## src/rtl/interp_tap_sum.sv

```systemverilog
// Interpolation tap summation stage: applies the fixed tap sign pattern to
// eight MCM product magnitudes, sums them through a 4-stage pipelined adder
// tree, then rounds, normalises and (optionally) clips to the sample range.
// All stages advance together on en = !out_valid || out_ready.
module interp_tap_sum #(
   parameter int             IN_W      = 32,
   parameter int             SUM_W     = 36,
   parameter int             SHIFT     = 6,
   parameter int             BITDEPTH  = 10,
   parameter int             CLIP      = 1,
   parameter int             OUT_W     = 16,
   parameter logic [7:0]     SIGN_MASK = 8'b10100101
) (
   input  logic              clk,
   input  logic              rst_n,
   input  logic              in_valid,
   output logic              in_ready,
   input  logic [IN_W-1:0]   p0,
   input  logic [IN_W-1:0]   p1,
   input  logic [IN_W-1:0]   p2,
   input  logic [IN_W-1:0]   p3,
   input  logic [IN_W-1:0]   p4,
   input  logic [IN_W-1:0]   p5,
   input  logic [IN_W-1:0]   p6,
   input  logic [IN_W-1:0]   p7,
   output logic              out_valid,
   input  logic              out_ready,
   output logic [OUT_W-1:0]  out_sample
);

   // Rounding offset is half an output LSB; it vanishes when there is no shift.
   localparam logic signed [SUM_W-1:0] RND   = SUM_W'((64'd1 << SHIFT) >> 1);
   localparam logic signed [SUM_W-1:0] MAX_V = SUM_W'((64'd1 << BITDEPTH) - 64'd1);

   // Sign-extend one product to the accumulator width and apply its tap sign.
   function automatic logic signed [SUM_W-1:0] signed_term(
      input logic [IN_W-1:0] mag,
      input logic            neg
   );
      logic signed [SUM_W-1:0] ext;
      ext = SUM_W'($signed(mag));
      if (neg) begin
         signed_term = -ext;
      end else begin
         signed_term = ext;
      end
   endfunction

   logic                    en_s;
   logic [IN_W-1:0]         p_s [8];
   logic signed [SUM_W-1:0] pair_s [4];
   logic signed [SUM_W-1:0] s1_t_r [4];
   logic signed [SUM_W-1:0] s2_a_r;
   logic signed [SUM_W-1:0] s2_b_r;
   logic signed [SUM_W-1:0] s3_tot_r;
   logic signed [SUM_W-1:0] sh_s;
   logic [OUT_W-1:0]        res_s;
   logic                    v1_r;
   logic                    v2_r;
   logic                    v3_r;

   assign en_s     = !out_valid || out_ready;
   assign in_ready = en_s;

   assign p_s[0] = p0;
   assign p_s[1] = p1;
   assign p_s[2] = p2;
   assign p_s[3] = p3;
   assign p_s[4] = p4;
   assign p_s[5] = p5;
   assign p_s[6] = p6;
   assign p_s[7] = p7;

   // Form the four signed pair terms feeding the first register stage.
   always_comb begin
      for (int k = 0; k < 4; k++) begin
         pair_s[k] = signed_term(p_s[2*k], SIGN_MASK[2*k])
                   + signed_term(p_s[2*k+1], SIGN_MASK[2*k+1]);
      end
   end

   // Stage 1: capture pair terms on an accepted input.
   always_ff @(posedge clk) begin
      if (!rst_n) begin
         v1_r <= 1'b0;
         for (int k = 0; k < 4; k++) begin
            s1_t_r[k] <= {SUM_W{1'b0}};
         end
      end else if (en_s) begin
         v1_r <= in_valid;
         if (in_valid) begin
            for (int k = 0; k < 4; k++) begin
               s1_t_r[k] <= pair_s[k];
            end
         end
      end
   end

   // Stage 2: reduce four pair terms to two partial sums.
   always_ff @(posedge clk) begin
      if (!rst_n) begin
         v2_r   <= 1'b0;
         s2_a_r <= {SUM_W{1'b0}};
         s2_b_r <= {SUM_W{1'b0}};
      end else if (en_s) begin
         v2_r <= v1_r;
         if (v1_r) begin
            s2_a_r <= s1_t_r[0] + s1_t_r[1];
            s2_b_r <= s1_t_r[2] + s1_t_r[3];
         end
      end
   end

   // Stage 3: final total with the rounding offset folded in.
   always_ff @(posedge clk) begin
      if (!rst_n) begin
         v3_r     <= 1'b0;
         s3_tot_r <= {SUM_W{1'b0}};
      end else if (en_s) begin
         v3_r <= v2_r;
         if (v2_r) begin
            s3_tot_r <= s2_a_r + s2_b_r + RND;
         end
      end
   end

   // Normalise with a flooring arithmetic shift, then clip or truncate.
   always_comb begin
      sh_s  = s3_tot_r >>> SHIFT;
      res_s = OUT_W'(sh_s);
      if (CLIP != 0) begin
         if (sh_s[SUM_W-1]) begin
            res_s = {OUT_W{1'b0}};
         end else if (sh_s > MAX_V) begin
            res_s = OUT_W'(MAX_V);
         end else begin
            res_s = OUT_W'(sh_s);
         end
      end else begin
         res_s = OUT_W'(sh_s);
      end
   end

   // Stage 4: registered output sample and its valid flag.
   always_ff @(posedge clk) begin
      if (!rst_n) begin
         out_valid  <= 1'b0;
         out_sample <= {OUT_W{1'b0}};
      end else if (en_s) begin
         out_valid <= v3_r;
         if (v3_r) begin
            out_sample <= res_s;
         end
      end
   end

endmodule
```

## config.mk

```make
export PLATFORM = sky130hd
export DESIGN_NAME = interp_tap_sum
export DESIGN_NICKNAME = d
export VERILOG_FILES = /design/src/rtl/interp_tap_sum.sv
export SDC_FILE = /design/constraint.sdc
export NUM_CORES = 1
export LEC_CHECK = 0
export CAP_MARGIN = 20
export CORE_UTILIZATION = 32
export DETAILED_ROUTE_END_ITERATION = 10
export GPL_TIMING_DRIVEN = 0
export PLACE_DENSITY = 0.61
export REMOVE_ABC_BUFFERS = 1
export SLEW_MARGIN = 10
export SYNTH_ARGS = -nofsm -noshare
export SYNTH_HDL_FRONTEND = slang
export SYNTH_SLANG_ARGS = --single-unit
```

## constraint.sdc

```tcl
create_clock -name clk -period 5.7 [get_ports clk]
set_clock_uncertainty 0.1 [all_clocks]
set_input_delay 1.14 -clock clk [delete_from_list [all_inputs] [get_ports clk]]
set_output_delay 1.14 -clock clk [all_outputs]
set_load 0.05 [all_outputs]
```

==> impl_metrics.yaml <==
sta:
  fin_crit_sh: 0.812
  fin_crit_ps: 4630
  fin_setup_tns_ps: 0
  tightest_slew_ps: 831
  relSlewSlack: 0.432
  rsz0062_at_grt: "no"
  setup-violations-final: 0
  holdWs_ps: 353
  hold_viol: 0
  max_freq_mhz: 216
  slew_viol_final: 0
  setup_slack_ps: 1070
synth:
  synth_top_area_frac: 0.205
  synth_cells: 2447
  netlist_area_sq_mm: 0.0211
  synth_top_area_cell: "edfxtp_1"
  yosysSeqAreaShare: 0.321
  ys_ff_latch: 266
  synth_edf_count: 144
  synthArstFlopShare: 0
  synth_cell_types: 84
  ys.flop_type: "edfxtp_1"
  yosysWarnings: 0
  synthTopCellsByArea: "edfxtp_1 21%, ha_1 16%, dfxtp_1 12%"
  syn_area_per_cell_sq_um: 8.62
global_routing:
  grt-ovfl-total: 0
  grt_usage: 0.161
  antenna_found_initial: 1
  grt_pass1_wl_mm: 88.7
  grt_pass1_vias: 17466
  grt_max_degree: 77
clock_tree:
  path_clk_slew_ps: 70
  cts_inserted_buffers: 29
  clk_latency_ps: 570
  holdBufCountCts: 0
  tritoncts: "yes"
  clock-sinks: 266
  root_buffer: "clkbuf_16"
  htreeDepth: 1
  post_cts_buffers: 0
  cts_buffer_depth: 3
  cts_resized: 0
routing:
  antenna_left: 0
  vias_per_cell: 5.06
  drc: 0
  initialDrtViolationCount: 997
  dr.pass1.iters: 5
  vias: 18055
  wl_per_cell_um: 15.4
  wl_mm: 55.0
floorplanning:
  fp-row-count: 93
  die_y_um: 259
  start_util: 0.325
  io_pins: 278
  die_area_sq_mm: 0.0669
  die_w_um: 259
  coreArea_sq_mm: 0.0648
critical_path:
  critical_path.top_delay_family: "compound AO/OA/AOI/OAI gates"
  path_max_fanout: 4
  r2r_slack_ps: 1970
  required_ps: 5910
  slowest_delay_ps: 600
  end_kind: "flop"
  cp.arrival_ps: 4840
  path_buf_inv: 2
  reg2reg_depth: 13
  crit_type: "in2reg"
  cp-start-kind: "primary input"
  slowest_stage: "o311ai_1"
  cp_cell_sequence: "clkdlybuf4s50_1 -> inv_1 -> ha_1 -> nor2b_1 -> o31a_1 -> o311ai_1 -> a2111oi_0 -> a311oi_2 -> o21ai_1 -> a21oi_1 -> o21ai_1 -> a21oi_1 -> xnor2_1 -> nor2_1"
  worstReg2RegStart: "s1_t_r[0][0]"
  timing.rr.end: "s2_a_r[32]"
layout:
  multi_input_area_sq_mm: 0.0134
  fillerInstances: 6440
  design_area_sq_mm: 0.0259
  layout_common_cells: "276 x clkdlybuf4s50_1, 265 x ha_1, 218 x nor2_1"
  layout_commonest_cell: "clkdlybuf4s50_1"
  nNetsFinal: 3221
  drive_gt1_frac: 0.0358
  final_util: 0.399
  finalNonFillerCells: 3569
  regArea_sq_mm: 0.00677
  area_growth_pct: 22.7
place:
  hpwlAfterDp_mm: 44.6
  placedInstanceArea_sq_mm: 0.0249
  io_buffer_count: 277
  pre_cts_ws_ps: 512
  dp_cells: 3514
  routabilityCongestion: 0.879
power_and_ir_drop:
  combinationalPowerShare: 0.315
  p_switching_mw: 1.95
  clockPowerShare: 0.316
  total_power_mw: 6.20
  internal_power_mw: 4.25
  p_leak_nw: 11.6
  power_density_mw_per_mm2: 240
  ir_drop_mv: 0.215
  switching_share: 0.314
  seq_power_share: 0.368
flow_run:
  max-cap-violations: 0
worst_hold_path:
  hp-start: "s2_b_r[34]"
  hp-class: "reg2reg"
  min_path_cells: 2
  min_to: "s2_b_r[34]"
run_status:
  status: "finished, final reports clean"
## cell type report
class / count / area share
well taps: 855 / 0.0414
clock buffers: 36 / 0.0311
clock inverters: 18 / 0.00774
inverters: 180 / 0.0261
multi-input cells: 1929 / 0.518
repair buffers: 284 / 0.114
flip-flops and latches: 266 / 0.262
diodes: 1 / 0.0000968
## power by group through the flow
stage	logic (mW)	registers [mW]	clock network (mW)
detailed placement	1.96	2.33	0
CTS	1.97	2.29	2.02
finish	1.96	2.28	1.96
global placement	1.92	2.34	0
global route	2.19	2.30	2.09
floorplan	1.34	2.30	0
## worst max-delay path by stage
stage,from,cells after the start,end,slack (ps)
floorplan,out_ready,4,s1_t_r[0][0],-90
global placement,rst_n,3,s1_t_r[0][23],-6170
detailed placement,p0[1],14,s1_t_r[0][31],510
CTS,p0[1],14,s1_t_r[0][31],1120
global route,p0[1],14,s1_t_r[0][31],880
finish,p0[1],14,s1_t_r[0][31],1070
## flip-flops by register name, summed over array words and instances (netlist names)
register / cells
v3_r: 1
out_valid: 1
s1_t_r: 144
s2_b_r: 36
s3_tot_r: 30
out_sample: 16
s2_a_r: 36
v1_r: 1
v2_r: 1
## cell families after synthesis
family | share of synthesized area
AND/OR/NAND/NOR | 0.170
AO/OA/AOI/OAI | 0.228
adder cells (fa/ha/maj) | 0.163
flip-flops | 0.321
buffers and inverters | 0.0449
XOR/XNOR | 0.0735
multiplexers | 0.000475
## worst reg2reg max path, stage by stage, from the launching register on
cell      delay, ps
edfxtp_1        370
ha_1            260
fa_1            490
a21oi_1         200
o211ai_1        160
a21o_1          210
a21oi_1         280
o21ai_1         190
a41oi_1         460
o211a_1         240
nor3_2           80
a41oi_1         240
xor2_1          270
o21ai_1          80
## synth_stat cells, types with 7 or more instances
library cell  instances
ha_1                265
nand2_1             196
nor2_1              218
or2_2                 7
clkbuf_1             69
edfxtp_1            144
dfxtp_1             122
a311oi_1              9
nand2b_1             28
a21o_1              115
nor2b_1              57
o21ai_1              47
o31ai_1              12
o21a_1               30
o211ai_1             17
and3_1               27
xnor2_1              87
inv_1               179
o21ai_0             153
and2_1               60
nand3_1              42
nor3_1               50
xor2_1               90
a21oi_1             182
a211oi_1             29
a31oi_1              23
o211a_1              10
nand4_1              23
o31a_1                7
a21boi_0             14
o21bai_1             18
## per-layer routing
metal	global-route usage	part of all wire
met1	0.218	0.47
met4	0.0352	0.018
met2	0.275	0.48
met3	0.0157	0.032
met5	0	0
Note: power is estimated with default switching activity, not from simulation.
